$ cat config.mk
export PLATFORM = sky130hd
export DESIGN_NAME = fp_mul_unit
export DESIGN_NICKNAME = d
export VERILOG_FILES = /design/src/rtl/fp_mul_unit.sv
export SDC_FILE = /design/constraint.sdc
export NUM_CORES = 2
export LEC_CHECK = 0
export ABC_AREA = 1
export ABC_CLOCK_PERIOD_IN_PS = 8000
export CELL_PAD_IN_SITES_DETAIL_PLACEMENT = 1
export CELL_PAD_IN_SITES_GLOBAL_PLACEMENT = 2
export CORE_MARGIN = 1
export CORE_UTILIZATION = 38
export DETAILED_ROUTE_END_ITERATION = 8
export PLACE_DENSITY = 0.81
export SETUP_SLACK_MARGIN = 0.15
export SYNTH_ARGS = -nofsm -noshare
export SYNTH_HDL_FRONTEND = slang
export SYNTH_SLANG_ARGS = --single-unit
$ cat constraint.sdc
create_clock -name Clk -period 8 [get_ports Clk]
set_clock_uncertainty 0.15 [all_clocks]
set_input_delay 0.8 -clock Clk [delete_from_list [all_inputs] [get_ports Clk]]
set_output_delay 0.8 -clock Clk [all_outputs]
set_load 0.01 [all_outputs]
$ cat src/rtl/fp_mul_unit.sv
// fp_mul_unit: multi-cycle IEEE-754 single-precision multiplier (FMUL.S).
// Captures register-file read operands on start, walks CALC -> NORM -> WB,
// and drives the register-file write port for exactly one cycle.
// Denormal inputs are read as signed zero; tiny results flush to signed zero.
module fp_mul_unit #(
  parameter int DATA_WIDTH = 32,
  parameter int ADDR_WIDTH = 5
) (
  input  logic                  Clk,
  input  logic                  Rst_n,
  input  logic                  start,
  input  logic [DATA_WIDTH-1:0] op_A,
  input  logic [DATA_WIDTH-1:0] op_B,
  input  logic [ADDR_WIDTH-1:0] dest_Addr,
  output logic                  busy,
  output logic [DATA_WIDTH-1:0] data_out,
  output logic [ADDR_WIDTH-1:0] writeAddr,
  output logic                  write_En,
  output logic                  flag_NV,
  output logic                  flag_OF,
  output logic                  flag_UF,
  output logic                  flag_NX
);

  typedef enum logic [1:0] {S_IDLE, S_CALC, S_NORM, S_WB} state_t;

  localparam logic [31:0] QNAN = 32'h7FC0_0000;

  state_t                  r_state;
  logic [DATA_WIDTH-1:0]   r_a, r_b;
  logic [ADDR_WIDTH-1:0]   r_addr;
  logic                    r_sign;
  logic signed [9:0]       r_exp;
  logic [47:0]             r_prod;
  logic                    r_spec;
  logic [31:0]             r_spec_res;
  logic                    r_spec_nv;
  logic                    r_busy, r_we, r_nv, r_of, r_uf, r_nx;
  logic [DATA_WIDTH-1:0]   r_dout;
  logic [ADDR_WIDTH-1:0]   r_waddr;

  // ---- CALC: unpack and classify the captured operands ----
  logic [7:0]  w_ea, w_eb;
  logic [22:0] w_ma, w_mb;
  logic        w_zero_a, w_zero_b, w_inf_a, w_inf_b, w_nan_a, w_nan_b;
  logic        w_snan_a, w_snan_b, w_sign, w_inv, w_spec_nan, w_spec_inf;
  logic        w_spec_zero;
  logic [23:0] w_sig_a, w_sig_b;
  logic [47:0] w_prod;
  logic signed [9:0] w_exp_sum;

  assign w_ea     = r_a[30:23];
  assign w_eb     = r_b[30:23];
  assign w_ma     = r_a[22:0];
  assign w_mb     = r_b[22:0];
  // exponent 0 covers both true zero and denormals, which are read as zero
  assign w_zero_a = (w_ea == 8'h00);
  assign w_zero_b = (w_eb == 8'h00);
  assign w_inf_a  = (w_ea == 8'hFF) && (w_ma == 23'd0);
  assign w_inf_b  = (w_eb == 8'hFF) && (w_mb == 23'd0);
  assign w_nan_a  = (w_ea == 8'hFF) && (w_ma != 23'd0);
  assign w_nan_b  = (w_eb == 8'hFF) && (w_mb != 23'd0);
  assign w_snan_a = w_nan_a && !w_ma[22];
  assign w_snan_b = w_nan_b && !w_mb[22];
  assign w_sign   = r_a[31] ^ r_b[31];

  assign w_inv       = (w_inf_a && w_zero_b) || (w_zero_a && w_inf_b);
  assign w_spec_nan  = w_nan_a || w_nan_b || w_inv;
  assign w_spec_inf  = w_inf_a || w_inf_b;
  assign w_spec_zero = w_zero_a || w_zero_b;

  assign w_sig_a   = {1'b1, w_ma};
  assign w_sig_b   = {1'b1, w_mb};
  assign w_prod    = {24'd0, w_sig_a} * {24'd0, w_sig_b};
  assign w_exp_sum = $signed({2'b00, w_ea}) + $signed({2'b00, w_eb}) - 10'sd127;

  // ---- NORM: normalize, round to nearest-even, range check ----
  logic        w_hi, w_g, w_s, w_rnd_up;
  logic [22:0] w_man;
  logic [23:0] w_man_r;
  logic signed [9:0] w_exp_f;
  logic [31:0] w_res;
  logic        w_of, w_uf, w_nx;

  assign w_hi     = r_prod[47];
  assign w_man    = w_hi ? r_prod[46:24] : r_prod[45:23];
  assign w_g      = w_hi ? r_prod[23]    : r_prod[22];
  assign w_s      = w_hi ? |r_prod[22:0] : |r_prod[21:0];
  assign w_rnd_up = w_g && (w_s || w_man[0]);
  // carry out of the 23-bit mantissa leaves w_man_r[22:0] at zero already
  assign w_man_r  = {1'b0, w_man} + {23'd0, w_rnd_up};
  assign w_exp_f  = r_exp + $signed({9'd0, w_hi}) + $signed({9'd0, w_man_r[23]});

  // pick the packed result and flags for the finite (non-special) path
  always_comb begin
    w_res = {r_sign, w_exp_f[7:0], w_man_r[22:0]};
    w_of  = 1'b0;
    w_uf  = 1'b0;
    w_nx  = w_g || w_s;
    if (w_exp_f > 10'sd254) begin
      w_res = {r_sign, 8'hFF, 23'd0};
      w_of  = 1'b1;
      w_nx  = 1'b1;
    end else if (w_exp_f < 10'sd1) begin
      w_res = {r_sign, 31'd0};
      w_uf  = 1'b1;
      w_nx  = 1'b1;
    end
  end

  // control FSM plus every datapath and output register
  always_ff @(posedge Clk or negedge Rst_n) begin
    if (!Rst_n) begin
      r_state    <= S_IDLE;
      r_a        <= '0;
      r_b        <= '0;
      r_addr     <= '0;
      r_sign     <= 1'b0;
      r_exp      <= '0;
      r_prod     <= '0;
      r_spec     <= 1'b0;
      r_spec_res <= '0;
      r_spec_nv  <= 1'b0;
      r_busy     <= 1'b0;
      r_we       <= 1'b0;
      r_nv       <= 1'b0;
      r_of       <= 1'b0;
      r_uf       <= 1'b0;
      r_nx       <= 1'b0;
      r_dout     <= '0;
      r_waddr    <= '0;
    end else begin
      case (r_state)
        S_IDLE: begin
          if (start) begin
            r_a     <= op_A;
            r_b     <= op_B;
            r_addr  <= dest_Addr;
            r_busy  <= 1'b1;
            r_state <= S_CALC;
          end
        end
        S_CALC: begin
          r_sign    <= w_sign;
          r_exp     <= w_exp_sum;
          r_prod    <= w_prod;
          r_spec    <= w_spec_nan || w_spec_inf || w_spec_zero;
          r_spec_nv <= w_spec_nan && (w_snan_a || w_snan_b || w_inv);
          if (w_spec_nan)      r_spec_res <= QNAN;
          else if (w_spec_inf) r_spec_res <= {w_sign, 8'hFF, 23'd0};
          else                 r_spec_res <= {w_sign, 31'd0};
          r_state   <= S_NORM;
        end
        S_NORM: begin
          r_we    <= 1'b1;
          r_waddr <= r_addr;
          if (r_spec) begin
            r_dout <= r_spec_res;
            r_nv   <= r_spec_nv;
            r_of   <= 1'b0;
            r_uf   <= 1'b0;
            r_nx   <= 1'b0;
          end else begin
            r_dout <= w_res;
            r_nv   <= 1'b0;
            r_of   <= w_of;
            r_uf   <= w_uf;
            r_nx   <= w_nx;
          end
          r_state <= S_WB;
        end
        S_WB: begin
          r_we <= 1'b0;
          r_nv <= 1'b0;
          r_of <= 1'b0;
          r_uf <= 1'b0;
          r_nx <= 1'b0;
          // the WB exit edge is the IDLE entry edge, so a start here is taken
          // directly, giving one operation every 3 cycles
          if (start) begin
            r_a     <= op_A;
            r_b     <= op_B;
            r_addr  <= dest_Addr;
            r_state <= S_CALC;
          end else begin
            r_busy  <= 1'b0;
            r_state <= S_IDLE;
          end
        end
        default: r_state <= S_IDLE;
      endcase
    end
  end

  assign busy      = r_busy;
  assign data_out  = r_dout;
  assign writeAddr = r_waddr;
  assign write_En  = r_we;
  assign flag_NV   = r_nv;
  assign flag_OF   = r_of;
  assign flag_UF   = r_uf;
  assign flag_NX   = r_nx;

endmodule
==> impl_metrics.ini <==
[final_layout]
n_antenna_cell = 0
area_delta_synth_final_pct = 10.0
drive_above_1_share_pct = 3.68
final_util_pct = 42.3
final_common_cell = inv_1
mostFrequentLayoutCells = 1057 x inv_1, 1008 x nand2_1, 484 x fa_1
fin_area_um2 = 31500
nNetsFinal = 4567

[critical_path]
worst_path_max_delay_cell = dfrtp_1
cpPeakStageDelay_ps = 990
path_cells = nand2_1 -> fa_1 -> inv_1 -> fa_1 -> inv_1 -> fa_1 -> fa_1 -> inv_1 -> fa_1 -> fa_1 -> inv_1 -> fa_1 -> inv_1 -> ha_1 -> a21oi_1 -> o21ai_0 -> inv_1 -> nand2_1 -> inv_1 -> nand2_1 -> or2_2 -> nand3_1 -> nand2_1
worstSetupPathType = flop to flop
startpoint_type = flop
reg2reg_slack_ps = 890
critical_path_arrival_ps = 7350
rr_worst_depth = 23
cp.required_ps = 8240
rr_startpoint = r_b[3]
crit_fanout = 24
end_kind = flop
r2r_end = r_prod[22]

[die]
core_um2 = 74400
rows = 100
initial_core_util_pct = 38.4
io_pins = 115
die_area_um2 = 76400
die_w_um = 276
die_h_um = 276

[placed_design]
pre_cts_slack_ps = 898
gp_routability_congestion = 0.848
place_area_um2 = 30800
hpwl_mm = 74.8
portBuffers = 114

[timing]
final.setup.tns_ps = 0
fin_ws_ps = 893
slew_headroom_pct = 25.2
maxSlewViolCount = 0
hold_viol_final = 0
tightest_slew_ps = 1120
rsz0062_at_grt = no
fmax_ghz = 0.141
finalCritPeriodShare_pct = 88.8
setup_viol = 0
period_minus_slack_ps = 7110

[grt]
grt_use_met3_pct = 3.06
grt_pass1_wl_mm = 145
antenna_found_initial = 0
grt_use_total_pct = 24.4
grt_pass1_vias = 25500
grt_util_met2_pct = 39.8
grt_remaining_overflow = 0
grt_max_degree = 84
busiest_layer = met2
use_met1_pct = 34.7

[routing]
drtAntennaViolNets = 0
wl_per_cell_um = 18.4
drc_errors = 0
routed_wl_mm = 88.1
drt-initial-drc-count = 1022
drtPass1Iterations = 4
viasPerCell = 4.80
vias = 23000

[synthesis]
synth_cells = 3761
syn_nets = 4513
ys_seq_elements = 178
synth_warnings = 0
synth_enable_flop_cells = 0
syn_avg_cell_area_um2 = 7.61
seq_area_frac_synth_pct = 15.6
ys_types = 45
synth-async-reset-ratio_pct = 100
synth_area_um2 = 28600
synthFlopType = dfrtp_1

[run_status]
status = completed

[clocking]
cts-root-buf = clkbuf_16
clockBufferDepth = 2
cts_buffers = 17
h-tree-depth = 4
clkSlewWorstSetupHoldPaths_ps = 90
cts_num_sinks = 178
post_cts_buffers = 0
cts_tree = built
cts_resized = 0
hold_buffers = 0
clk_latency_ps = 510

[flow_run]
maxCapViolations = 0

[worst_hold_path]
hp-class = primary input to asynchronous set/reset pin
## metal layers
layer | vias to the layer above | wire length (µm)
met2 | 318 | 41200
met3 | 65 | 2820
met5 | - | 0
met4 | 0 | 1470
met1 | 11700 | 42600
li1 | 11000 | -
## worst max-delay path, delay by kind of cell (launching register included)
| kind | cells | cell delay [ps] |
|---|---|---|
| fa+ha+maj | 8 | 3970 |
| flops | 1 | 990 |
| simple gates | 6 | 890 |
| compound gates | 2 | 490 |
| buf+inv | 7 | 460 |
## metrics by stage
stage,std cells,hold slack [ps]
after floorplan,3761,293
after global placement,4765,305
after detailed placement,4765,311
after CTS,4797,206
after global routing,4797,246
final,4797,205
## Yosys cell counts (18+ instances only)
| master | instances | area share, % |
|---|---|---|
| clkbuf_1 | 126 | 1.7 |
| o21ai_1 | 20 | 0.35 |
| nand4_1 | 42 | 0.92 |
| inv_1 | 1057 | 14 |
| fa_1 | 484 | 34 |
| dfrtp_1 | 178 | 16 |
| xnor2_1 | 18 | 0.55 |
| nand3_1 | 108 | 1.9 |
| o21ai_0 | 92 | 1.6 |
| nor2_1 | 188 | 2.5 |
| nand2_1 | 1008 | 13 |
| a21oi_1 | 126 | 2.2 |
| ha_1 | 196 | 8.6 |
## state kept, by name, summed over array words and instances (netlist names), 2 cells and up
signal / cells
r_addr: 5
r_state: 2
writeAddr: 5
r_spec_res: 3
r_prod: 48
data_out: 32
r_b: 32
r_a: 32
r_exp: 10
## logic make-up after synthesis
| kind of cell | after synthesis | synth area share (%) |
|---|---|---|
| AND/OR/NAND/NOR | 1400 | 19.8 |
| buffers and inverters | 1193 | 15.8 |
| adder cells (fa/ha/maj) | 680 | 42.4 |
| AO/OA/AOI/OAI | 272 | 5.08 |
| flip-flops | 178 | 15.6 |
| XOR/XNOR | 30 | 0.945 |
| multiplexers | 8 | 0.315 |
## final cells by class
cell class,instances,area [µm²]
tap,969,1210
fill,9171,43000
sequential,178,4450
clock inverter,15,215
inverter,1059,3980
clock buffer,17,425
multi-input combinational,2390,19600
timing repair buffer,169,1560
## how the worst max path moves through the flow
stage,start,endpoint,slack (ps),depth (start not counted)
6_report,r_b[3],r_prod[22],890,23
5_1_grt,r_b[0],r_prod[33],550,25
4_1_cts,r_b[3],r_prod[22],880,23
3_5_place_dp,r_b[0],r_prod[25],900,21
3_3_place_gp,r_b[0],r_prod[25],920,21
2_1_floorplan,r_a[13],r_prod[25],1900,28
Power is not shown: default switching activity piles up to over one toggle a cycle in this logic, so the estimate is an artifact.
